### config.mk
export PLATFORM = sky130hd
export DESIGN_NAME = qam16_tx_frame_ctrl
export DESIGN_NICKNAME = d
export VERILOG_FILES = /design/src/rtl/qam16_pkg.sv /design/src/rtl/qam16_sym_tick.sv /design/src/rtl/qam16_tx_frame_ctrl.sv
export SDC_FILE = /design/constraint.sdc
export NUM_CORES = 1
export LEC_CHECK = 0
export BUFFER_PORTS_ARGS = -buffer_cell sky130_fd_sc_hd__buf_2
export CAP_MARGIN = 40
export CORE_MARGIN = 2
export CORE_UTILIZATION = 52
export DETAILED_ROUTE_END_ITERATION = 8
export PLACE_DENSITY = 0.79
export RECOVER_POWER = 50
export SLEW_MARGIN = 10
export SYNTH_ARGS = -nofsm -noshare
export SYNTH_HDL_FRONTEND = slang
export SYNTH_HIERARCHICAL = 1
export SYNTH_SLANG_ARGS = --single-unit
### constraint.sdc
create_clock -name CLK -period 2.8 [get_ports CLK]
set_clock_uncertainty 0.2 [all_clocks]
set_input_delay 0 -clock CLK [delete_from_list [all_inputs] [get_ports CLK]]
set_output_delay 0 -clock CLK [all_outputs]
set_load 0.01 [all_outputs]
### src/rtl/qam16_pkg.sv
// Shared types and constants for the 16-QAM transmit frame controller.
package qam16_pkg;

   typedef enum logic [1:0] {
      ST_IDLE  = 2'd0,
      ST_PRE   = 2'd1,
      ST_PAY   = 2'd2,
      ST_GUARD = 2'd3
   } frame_state_t;

   localparam int SYMW = 4;

   localparam logic [SYMW-1:0] DEF_PRE_SYM_A = 4'h0;
   localparam logic [SYMW-1:0] DEF_PRE_SYM_B = 4'hF;
   localparam logic [SYMW-1:0] DEF_FILL_SYM  = 4'h0;

endpackage

### src/rtl/qam16_sym_tick.sv
// Symbol-slot divider: counts 0..SYM_DIV-1 while enabled and flags the first and last clock of each slot.
module qam16_sym_tick #(
   parameter int SYM_DIV = 16,
   parameter int DIV_W   = $clog2(SYM_DIV)
) (
   input  logic             CLK,
   input  logic             Rst_n,
   input  logic             en,
   input  logic             clr,
   output logic [DIV_W-1:0] div_cnt,
   output logic             slot_start,
   output logic             slot_end
);

   localparam logic [DIV_W-1:0] DIV_LAST = DIV_W'(SYM_DIV - 1);

   always_ff @(posedge CLK or negedge Rst_n) begin
      if (!Rst_n) begin
         div_cnt <= '0;
      end else if (clr) begin
         div_cnt <= '0;
      end else if (en) begin
         div_cnt <= (div_cnt == DIV_LAST) ? '0 : div_cnt + 1'b1;
      end
   end

   assign slot_start = (div_cnt == '0);
   assign slot_end   = (div_cnt == DIV_LAST);

endmodule

### src/rtl/qam16_tx_frame_ctrl.sv
// Burst sequencer for the 16-QAM modulator: preamble, payload pulled from a valid/ready source, silent guard.
module qam16_tx_frame_ctrl
   import qam16_pkg::*;
#(
   parameter int              SYM_DIV   = 16,
   parameter int              PRE_LEN   = 16,
   parameter int              PAY_LEN   = 64,
   parameter int              GUARD_LEN = 8,
   parameter logic [SYMW-1:0] PRE_SYM_A = DEF_PRE_SYM_A,
   parameter logic [SYMW-1:0] PRE_SYM_B = DEF_PRE_SYM_B,
   parameter logic [SYMW-1:0] FILL_SYM  = DEF_FILL_SYM
) (
   input  logic            CLK,
   input  logic            Rst_n,
   input  logic            start,
   input  logic [SYMW-1:0] din,
   input  logic            din_valid,
   output logic            din_ready,
   output logic [SYMW-1:0] sym_out,
   output logic            sym_stb,
   output logic            mod_en,
   output logic            nco_rst,
   output logic            busy,
   output logic            frame_done,
   output logic            underrun
);

   localparam int DIV_W   = $clog2(SYM_DIV);
   localparam int MAX_LEN = (PRE_LEN > PAY_LEN)
                            ? ((PRE_LEN > GUARD_LEN) ? PRE_LEN : GUARD_LEN)
                            : ((PAY_LEN > GUARD_LEN) ? PAY_LEN : GUARD_LEN);
   localparam int CNT_W   = $clog2(MAX_LEN + 1);

   localparam logic [CNT_W-1:0] PRE_LAST   = CNT_W'(PRE_LEN - 1);
   localparam logic [CNT_W-1:0] PAY_LAST   = CNT_W'(PAY_LEN - 1);
   localparam logic [CNT_W-1:0] GUARD_DONE = CNT_W'(GUARD_LEN);

   frame_state_t     state, state_nxt;
   logic [CNT_W-1:0] slot_cnt, slot_cnt_nxt;
   logic [SYMW-1:0]  sym_out_nxt;
   logic             sym_stb_nxt, mod_en_nxt, nco_rst_nxt;
   logic             busy_nxt, frame_done_nxt, underrun_nxt;

   logic [DIV_W-1:0] div_cnt;
   logic             slot_start, slot_end;
   logic             tick_en, tick_clr;

   assign tick_en  = (state != ST_IDLE);
   assign tick_clr = (state_nxt == ST_IDLE);

   qam16_sym_tick #(
      .SYM_DIV (SYM_DIV),
      .DIV_W   (DIV_W)
   ) u_sym_tick (
      .CLK        (CLK),
      .Rst_n      (Rst_n),
      .en         (tick_en),
      .clr        (tick_clr),
      .div_cnt    (div_cnt),
      .slot_start (slot_start),
      .slot_end   (slot_end)
   );

   assign din_ready = (state == ST_PAY) && slot_start;

   always_ff @(posedge CLK or negedge Rst_n) begin
      if (!Rst_n) begin
         state      <= ST_IDLE;
         slot_cnt   <= '0;
         sym_out    <= '0;
         sym_stb    <= 1'b0;
         mod_en     <= 1'b0;
         nco_rst    <= 1'b0;
         busy       <= 1'b0;
         frame_done <= 1'b0;
         underrun   <= 1'b0;
      end else begin
         state      <= state_nxt;
         slot_cnt   <= slot_cnt_nxt;
         sym_out    <= sym_out_nxt;
         sym_stb    <= sym_stb_nxt;
         mod_en     <= mod_en_nxt;
         nco_rst    <= nco_rst_nxt;
         busy       <= busy_nxt;
         frame_done <= frame_done_nxt;
         underrun   <= underrun_nxt;
      end
   end

   always_comb begin
      state_nxt      = state;
      slot_cnt_nxt   = slot_cnt;
      sym_out_nxt    = sym_out;
      sym_stb_nxt    = 1'b0;
      mod_en_nxt     = mod_en;
      nco_rst_nxt    = 1'b0;
      busy_nxt       = busy;
      frame_done_nxt = 1'b0;
      underrun_nxt   = underrun;

      unique case (state)
         ST_IDLE: begin
            if (start) begin
               state_nxt    = ST_PRE;
               slot_cnt_nxt = '0;
               busy_nxt     = 1'b1;
               nco_rst_nxt  = 1'b1;
               mod_en_nxt   = 1'b1;
               underrun_nxt = 1'b0;
            end
         end

         ST_PRE: begin
            if (slot_start) begin
               sym_out_nxt = slot_cnt[0] ? PRE_SYM_B : PRE_SYM_A;
               sym_stb_nxt = 1'b1;
            end
            if (slot_end) begin
               if (slot_cnt == PRE_LAST) begin
                  state_nxt    = ST_PAY;
                  slot_cnt_nxt = '0;
               end else begin
                  slot_cnt_nxt = slot_cnt + 1'b1;
               end
            end
         end

         ST_PAY: begin
            // An empty source still consumes the slot so burst length never changes.
            if (slot_start) begin
               sym_stb_nxt = 1'b1;
               if (din_valid) begin
                  sym_out_nxt = din;
               end else begin
                  sym_out_nxt  = FILL_SYM;
                  underrun_nxt = 1'b1;
               end
            end
            if (slot_end) begin
               if (slot_cnt == PAY_LAST) begin
                  state_nxt    = ST_GUARD;
                  slot_cnt_nxt = '0;
                  mod_en_nxt   = 1'b0;
               end else begin
                  slot_cnt_nxt = slot_cnt + 1'b1;
               end
            end
         end

         ST_GUARD: begin
            // Close on the slot boundary after the last guard slot, aligned with the strobe grid.
            if (slot_start && (slot_cnt == GUARD_DONE)) begin
               state_nxt      = ST_IDLE;
               slot_cnt_nxt   = '0;
               busy_nxt       = 1'b0;
               frame_done_nxt = 1'b1;
            end else if (slot_end) begin
               slot_cnt_nxt = slot_cnt + 1'b1;
            end
         end

         default: begin
            state_nxt = ST_IDLE;
         end
      endcase
   end

endmodule

### Word level (Yosys, flattened, before mapping)

Index checks and enable logic that the tools add are counted.

* output and inout bits: 11
* input port bits: 8
* flip-flop bits (word level): 23

* multiplexer cells: 39
* $add $sub $neg: 2
* reductions and logical operators: 16
* equal/unequal tests: 16

Operators by type and width (count)
* 7-bit 2-to-1 mux: 7
* 4-bit 2-to-1 mux: 7
* 7-bit case mux with 4 select lines: 1
* 7-bit by 4-bit == test with 1-bit output, second input constant: 2
* 2-bit inequality test, second input constant: 7
* 1-bit 2-to-1 mux: 13
* 2-bit 2-to-1 mux: 6
* 4-bit AND reduction: 3
* 2-bit nonzero test: 5
* 2-bit case mux with 4 select lines: 1
* 4-bit case mux with 2 select lines: 1
* 7-bit by 1-bit adder with 7-bit output, second input constant: 1
* 7-bit by 6-bit == test with 1-bit output, second input constant: 1
* 1-bit case mux with 2 select lines: 3
* 3-bit AND reduction: 2
* 4-bit by 1-bit adder with 4-bit output, second input constant: 1
* 2-bit == test, second input constant: 2
* 4-bit == test, second input constant: 1
* 2-bit zero test: 2
* 4-bit zero test: 1
* 3-bit inequality test, second input constant: 1
* 2-bit by 1-bit == test with 1-bit output, second input constant: 1
* 1-bit logical AND: 2
* 2-bit by 1-bit inequality test with 1-bit output, second input constant: 1
* 2-bit OR reduction: 1

### Depth between registers and ports, before layout

Gate-level depths: netlist (run 1).

* word-level depth: 6
* mapped depth: 9
* depth with buffers taken out: 9

### By module

The synthesis (run 1) kept the hierarchy.

Modules (own cells, without submodules)
* qam16_tx_frame_ctrl: cells an instance 124, times used 1, seq. area each 475.5 µm², area each 1149.9 µm²
* qam16_sym_tick: cells an instance 23, times used 1, seq. area each 100.1 µm², area each 224.0 µm²

### Worst setup path before layout (run 1)

OpenSTA, ideal clock, no wires.

* kind: reg2reg
* from: reg u_sym_tick.div_cnt[0]
* to: reg slot_cnt[3]
* path slack: 0.544 ns
* stages on the path, launching flop included: 10
* path buffers: 1
* arrival: 1.935 ns
* data required time: 2.479 ns
* setup time: 0.121 ns
* path through: dfrtp_1 inv_2 ha_1 nor3b_1 and4b_1 nand4_1 and3_4 buf_2 a21o_1 a22o_1

* cells in the longest elaborated chain, start to end: 4
* elaborated cells on any way between the ends: 9
* classes of those cells: eq/ne (4); mux (2); reduce/logical (3)

RTL lines
* start, declared: line qam16_sym_tick.sv:10 `output logic [DIV_W-1:0] div_cnt,`
* start signal, assigned: line qam16_sym_tick.sv:23 `div_cnt <= (div_cnt == DIV_LAST) ? '0 : div_cnt + 1'b1;`
* 4-bit zero test (*): line qam16_sym_tick.sv:27 `assign slot_start = (div_cnt == '0);`
* net slot_start: line qam16_tx_frame_ctrl.sv:45 `logic slot_start, slot_end;`
* 1-bit logical AND (*): line qam16_tx_frame_ctrl.sv:152 `if (slot_start && (slot_cnt == GUARD_DONE)) begin`
* 3-bit inequality test (no line) or 7-bit 2-to-1 mux (tied branches)
* 4-bit AND reduction (no line) or 7-bit case mux with 4 select lines (tied branches)
* end signal, assigned: line qam16_tx_frame_ctrl.sv:79 `slot_cnt <= slot_cnt_nxt;`
* end, declared: line qam16_tx_frame_ctrl.sv:39 `logic [CNT_W-1:0] slot_cnt, slot_cnt_nxt;`

Mark *: on every way through the listed nets, which the timed path passes. The rest lies on a longest branch.
A chain may end at the register's enable or synchronous reset.

### Worst setup path in the final report (run 1)

* from: reg state[0]
* to: reg sym_out[0]

* cells in the longest elaborated chain, start to end: 3
* elaborated cells on any way between the ends: 7
* classes of those cells: eq/ne (4); mux (1); reduce/logical (2)

RTL lines
* start, declared: line qam16_tx_frame_ctrl.sv:38 `frame_state_t state, state_nxt;`
* start signal, assigned: line qam16_tx_frame_ctrl.sv:78 `state <= state_nxt;`
* 2-bit by 1-bit == test with 1-bit output or 2-bit == test (tied branches): line qam16_tx_frame_ctrl.sv:101 `unique case (state)`
* 2-bit inequality test (no line) or 2-bit nonzero test (tied branches)
* 3-bit AND reduction (no line)
* end signal, assigned: line qam16_tx_frame_ctrl.sv:80 `sym_out <= sym_out_nxt;`
* end, declared: line qam16_tx_frame_ctrl.sv:19 `output logic [SYMW-1:0] sym_out,`

Several ways; a longest one is shown, not always the timed one.

==> results_dict.tcl, run 1 <==
set metrics [dict create \
    finalMaxSlewViolations 0 \
    synth_edf_count 0 \
    synth_area_leader_cell "dfrtp_1" \
    antenna_found_initial 0 \
    netlist_area_um2 1370 \
    ys_types 48 \
    clk_root_buffer_cell "clkbuf_4" \
    grt_max_degree 24 \
    wl_met1_um 1360 \
    power.density_nw_per_um2 315 \
    crit_path_max_incr_delay_ns 0.58 \
    ant_nets 0 \
    dr.pass1.iters 4 \
    cts_tree "yes" \
    startpoint_type "flip-flop" \
    status "complete, no violations" \
    grt_usage_pct 21.8 \
    die_h_um 55.4 \
    fin_ws_ns 0.206 \
    start_util_pct 55.0 \
    grt_pass1_wl_um 5460 \
    numPortBuffers 18 \
    ios 19 \
    crit_slowest_cell "dlygate4sd3_1" \
    tightest_slew_ns 0.861 \
    yosysWarnings 6 \
    grt_setup_unrepaired "false" \
    p_leak_nw 0.777 \
    diodes 0 \
    ys_ff_latch 23 \
    core_area_um2 2500 \
    route.met3.wl_um 190 \
    synth_common_cells "dfrtp_1, nor2_1, inv_1" \
    cts_sinks 23 \
    fmax_mhz 386 \
    rows 18 \
    hold_depth 2 \
    grt_pass1_vias 1221 \
    place_ws_ns 0.156 \
    drc_errors 0 \
    drive_gt1_share_pct 13.9 \
    min_to "sym_out[0]" \
    peakVddDrop_v 0.000224 \
    synth_fp_nets 164 \
    cts_buffers 3 \
    worstReg2RegEnd "sym_out[0]" \
    finalCritPeriodShare_pct 92.6 \
    fp.dieW_um 55.4 \
    crit_arrival_ns 2.62 \
    dr_total_vias 1252 \
    postCtsSetupBuffers 0 \
    gp_congestion 0.881 \
    first_iter_violations 59 \
    dieArea_um2 3070 \
    drv_cap 0 \
    nets 198 \
    cp_max_fo 14 \
    wl_per_cell_um 14.9 \
    netlist_instances 147 \
    r2r_start "state[0]" \
    syn2layout_area_growth_pct 19.0 \
    cp-end-kind "flip-flop" \
    crit_buf_inv 2 \
    yosysMostFrequentCell "dfrtp_1" \
    fillCellCount 186 \
    r2r_cells 6 \
    met2WireLength_um 1510 \
    dp_hpwl_um 2110 \
    async_flop_share_pct 100 \
    period_minus_slack_ns 2.59 \
    insertion_delay_ns 0.31 \
    highest_layer "met4" \
    finalHoldViolCount 0 \
    via_per_inst 5.96 \
    yosys_most_used_dff "dfrtp_1" \
    hold_path_startpoint "sym_out[0]" \
    grt-ovfl-total 0 \
    required_ns 2.82 \
    seq_area_frac_synth_pct 41.9 \
    htree_levels 1 \
    wl_um 3120 \
    netlist.area_leader.share_pct 41.9 \
    relSlewSlack_pct 42.6 \
    min_path_type "flip-flop to flip-flop" \
    clockBufferDepth 2 \
    setup_viol 0 \
    path_delay_family "buffers and inverters" \
    synth_area_leaders "dfrtp_1, ha_1, nor2_1" \
    avgSynthCellArea_um2 9.35 \
    rrSetupSlack_ns 0.21 \
    path_clk_slew_ns 0.13 \
    setup-tns-final_ns 0 \
    path_class "flip-flop to flip-flop" \
    path_cells "inv_1 -> ha_1 -> o21ai_0 -> a31oi_1 -> dlygate4sd3_1 -> nor2_1" \
]
power breakdown:
part / internal [mW] / switching, mW
logic: 0.0124 / 0.0123
clock network: 0.0557 / 0.103
registers: 0.332 / 0
registers in the layout, indices dropped and copies added, names as in the netlist:
signal and cells:
sym_out 4, frame_done 1, sym_stb 1, slot_cnt 7
u_sym_tick/div_cnt 4, state 2, mod_en 1, busy 1
underrun 1, nco_rst 1
layout make-up:
class | instances | area, um^2 | area share, %
inverters | 12 | 45.0 | 2.75
well taps | 30 | 37.5 | 2.30
clock buffers | 4 | 26.3 | 1.61
flip-flops and latches | 23 | 576 | 35.2
multi-input cells | 110 | 749 | 45.8
repair buffers | 31 | 201 | 12.3
metrics by stage:
step	power, mW	area [um^2]	hold WS [ns]	util [%]	cells
final	0.515	1640	0.334	65.4	210
after global routing	0.531	1640	0.350	65.4	210
after CTS	0.514	1640	0.326	65.6	209
after detailed placement	0.354	1490	-0.201	59.7	193
after global placement	0.353	1490	-0.212	59.7	193
after floorplan	0.340	1370	-0.496	-	147
layout by cell type, fill, tap and decap left out, drive strengths merged, types with 2 or more instances in the layout:
cell / synthesis / layout
nand2: 10 / 10
ha: 9 / 9
o21ai: 12 / 12
a21oi: 7 / 7
dfrtp: 23 / 23
inv: 12 / 12
or2: 3 / 3
a22o: 3 / 3
nor2b: 3 / 3
nor3: 5 / 5
nand3: 4 / 4
and3: 2 / 2
mux2i: 2 / 2
and2: 2 / 2
a21o: 3 / 3
nor2: 18 / 18
buf: 1 / 8
a31oi: 6 / 6
dlygate4sd3: 0 / 12
clkbuf: 1 / 15
nand2b: 2 / 2
cell families (layout without fill, tap and decap cells):
| family | Yosys count | after routing | synth area share (%) |
|---|---|---|---|
| xor+xnor | 1 | 1 | 0.638 |
| mux | 3 | 3 | 2.55 |
| compound gates | 39 | 39 | 19.3 |
| buf+inv | 14 | 47 | 3.92 |
| simple gates | 58 | 58 | 23.5 |
| flops | 23 | 23 | 41.9 |
| fa+ha+maj | 9 | 9 | 8.20 |
metal layers:
| layer | vias to the layer above | track usage [%] |
|---|---|---|
| met4 | 0 | 6.62 |
| li1 | 587 | - |
| met2 | 58 | 38.1 |
| met3 | 11 | 3.98 |
| met1 | 596 | 27.3 |
| met5 | - | 0 |
tightest hold or removal path: stages (launching register included):
cell     delay [ns]
dfrtp_1        0.37
nor2_1         0.05
nor2_1         0.09
timing repair:
| item | 4_1_cts | 5_1_grt |
|---|---|---|
| endpoints found under the hold margin | 33 | 0 |
| hold buffers | 12 | 0 |
| resized for setup | 0 | 1 |
| setup endpoints to repair | 0 | 8 |
worst max path at each step:
stage / startpoint / endpoint / slack [ns] / cells past startpoint
6_report: state[0] / sym_out[0] / 0.21 / 6
5_1_grt: state[0] / sym_out[0] / 0.10 / 6
4_1_cts: u_sym_tick/div_cnt[0] / sym_out[2] / 0.08 / 7
3_5_place_dp: u_sym_tick/div_cnt[0] / u_sym_tick/div_cnt[2] / 0.16 / 9
3_3_place_gp: u_sym_tick/div_cnt[0] / u_sym_tick/div_cnt[3] / 0.37 / 9
2_1_floorplan: u_sym_tick/div_cnt[0] / slot_cnt[3] / 0.54 / 9
No activity file was read; power rests on OpenSTA's default activity.
==> run 2, diff against run 1 <==
--- a/config.mk
+++ b/config.mk
@@ -10,7 +10,7 @@
 export CORE_MARGIN = 2
 export CORE_UTILIZATION = 52
 export DETAILED_ROUTE_END_ITERATION = 8
-export PLACE_DENSITY = 0.79
+export PLACE_DENSITY = 0.73
 export RECOVER_POWER = 50
 export SLEW_MARGIN = 10
 export SYNTH_ARGS = -nofsm -noshare
==> run 2 against run 1 <==
  * Total power grew 0.84%
  * Largest power group unchanged
  * Clock-buffer cell count down 1
  * Flip-flop and latch count stayed put
  * Final area barely moved
  * Core utilization increased by 0.050 points
  * Register-to-register slack gained 0.05 ns
  * Highest routed layer unchanged
  * Die area stayed put
  * Setup slack better by 0.050 ns
  * Maximum frequency is 1.9% higher
==> results_dict.tcl, run 2 (same netlist as run 1, synthesis figures left out) <==
set metrics [dict create \
    status "complete, no violations" \
    via_per_inst 5.60 \
    required_ns 2.82 \
    crit_path_start "state[0]" \
    r2r_start "state[0]" \
    top_regs "slot_cnt x7, sym_out x4, u_sym_tick/div_cnt x4" \
    dp_hpwl_um 2030 \
    grt_pass1_vias 1141 \
    htree_levels 1 \
    clockBufferDepth 2 \
    worstReg2RegEnd "sym_out[3]" \
    final_common_cell "dfrtp_1" \
    period_minus_slack_ns 2.54 \
    fp.dieW_um 55.4 \
    path_class "flip-flop to flip-flop" \
    grt_setup_unrepaired "false" \
    worst-path-stages 6 \
    crit_path_max_incr_delay_ns 0.58 \
    setup-tns-final_ns 0 \
    path_delay_family "buffers and inverters" \
    grt_pass1_wl_um 5200 \
    fillCellCount 203 \
    final_cell_mix "dfrtp_1, nor2_1, dlygate4sd3_1, inv_1, clkbuf_1" \
    crit_buf_inv 2 \
    hold_path_startpoint "start" \
    cp_max_fo 14 \
    crit_arrival_ns 2.57 \
    rrSetupSlack_ns 0.26 \
    grt_usage_pct 21.1 \
    core_area_um2 2500 \
    cp-end-kind "flip-flop" \
    finalHoldViolCount 0 \
    ios 19 \
    rows 18 \
    nets 198 \
    power.density_nw_per_um2 317 \
    p_leak_nw 0.780 \
    tightest_slew_ns 0.683 \
    wl_per_cell_um 14.3 \
    finalMaxSlewViolations 0 \
    path_clk_slew_ns 0.14 \
    fin_hold_ws_ns 0.330 \
    final_area_um2 1640 \
    peakVddDrop_v 0.000294 \
    first_iter_violations 52 \
    cts_buffers 3 \
    crit_slowest_cell "dlygate4sd3_1" \
    relSlewSlack_pct 54.5 \
    die_h_um 55.4 \
    diodes 0 \
    antenna_found_initial 0 \
    insertion_delay_ns 0.33 \
    syn2layout_area_growth_pct 19.1 \
    largest_register_ffs 7 \
    grt_max_degree 24 \
    drv_cap 0 \
    finalCritPeriodShare_pct 90.9 \
    post_dp_cell_area_um2 1490 \
    path_cells "inv_1 -> ha_1 -> o21ai_0 -> a31oi_1 -> dlygate4sd3_1 -> nor2_1" \
    startpoint_type "flip-flop" \
    dr.pass1.iters 4 \
    postCtsSetupBuffers 0 \
    worstSetupEndpoint "sym_out[3]" \
    setup_viol 0 \
    wl_um 3000 \
    numPortBuffers 18 \
    power_uw 520 \
    cts_sinks 23 \
    drive_gt1_share_pct 14.4 \
    r2r_cells 6 \
    drc_errors 0 \
    ant_nets 0 \
    gp_congestion 0.824 \
    grt-ovfl-total 0 \
    start_util_pct 55.0 \
    dr_total_vias 1176 \
    cts_tree "yes" \
    regMostFlops "slot_cnt" \
    clk_root_buffer_cell "clkbuf_4" \
    fmax_mhz 393 \
    min_path_type "input port to flip-flop" \
    dieArea_um2 3070 \
]
==> run 2: changes by cell type in the layout (fill, tap and decap cells not counted) <==
cell,delta
clkbuf_1,-1
clkinv_2,+1
==> run 2: cell type report <==
class	instances	area (um^2)	area share (%)
sequential	23	576	35.2
inverter	12	45.0	2.75
clock inverter	1	5.00	0.306
multi-input combinational	110	749	45.8
tap	30	37.5	2.29
clock buffer	3	22.5	1.38
timing repair buffer	31	201	12.3
==> run 2: how the worst min path moves through the flow <==
stage | endpoint | depth (start not counted)
floorplan | busy | 0
global placement | mod_en | 1
detailed placement | nco_rst | 1
CTS | sym_out[0] | 2
global route | nco_rst | 4
finish | nco_rst | 4
==> run 2: per-layer routing <==
| metal | GRT usage [%] | vias to the layer above | routed length, um |
|---|---|---|---|
| met3 | 3.28 | 7 | 102 |
| met5 | 0 | - | 0 |
| met2 | 34.7 | 32 | 1360 |
| met4 | 7.32 | 0 | 62 |
| met1 | 28.3 | 551 | 1480 |
| li1 | - | 586 | - |
==> run 2: repair_timing <==
action,4_1_cts,5_1_grt
hold buffers,12,0
gates resized for setup,0,1
endpoints found under the setup margin,0,4
hold endpoints to repair,33,0
==> run 2: worst register-to-register path, cell delays in order (launching register included) <==
cell and delay [ns]:
dfrtp_1 0.44, inv_1 0.15, ha_1 0.48, o21ai_0 0.30
a31oi_1 0.24, dlygate4sd3_1 0.58, nor2_1 0.04
==> run 2: report_power, final <==
part           internal (mW)  switching (mW)
Sequential             0.332               0
Combinational         0.0124          0.0119
Clock                 0.0536           0.109
==> run 2: metrics by stage <==
step                setup slack, ns  cells  util (%)
finish                        0.256    210      65.5
global route                 0.0528    210      65.5
CTS                           0.117    209      65.6
detailed placement            0.252    193      59.7
global placement              0.328    193      59.7
floorplan                     0.544    147         -
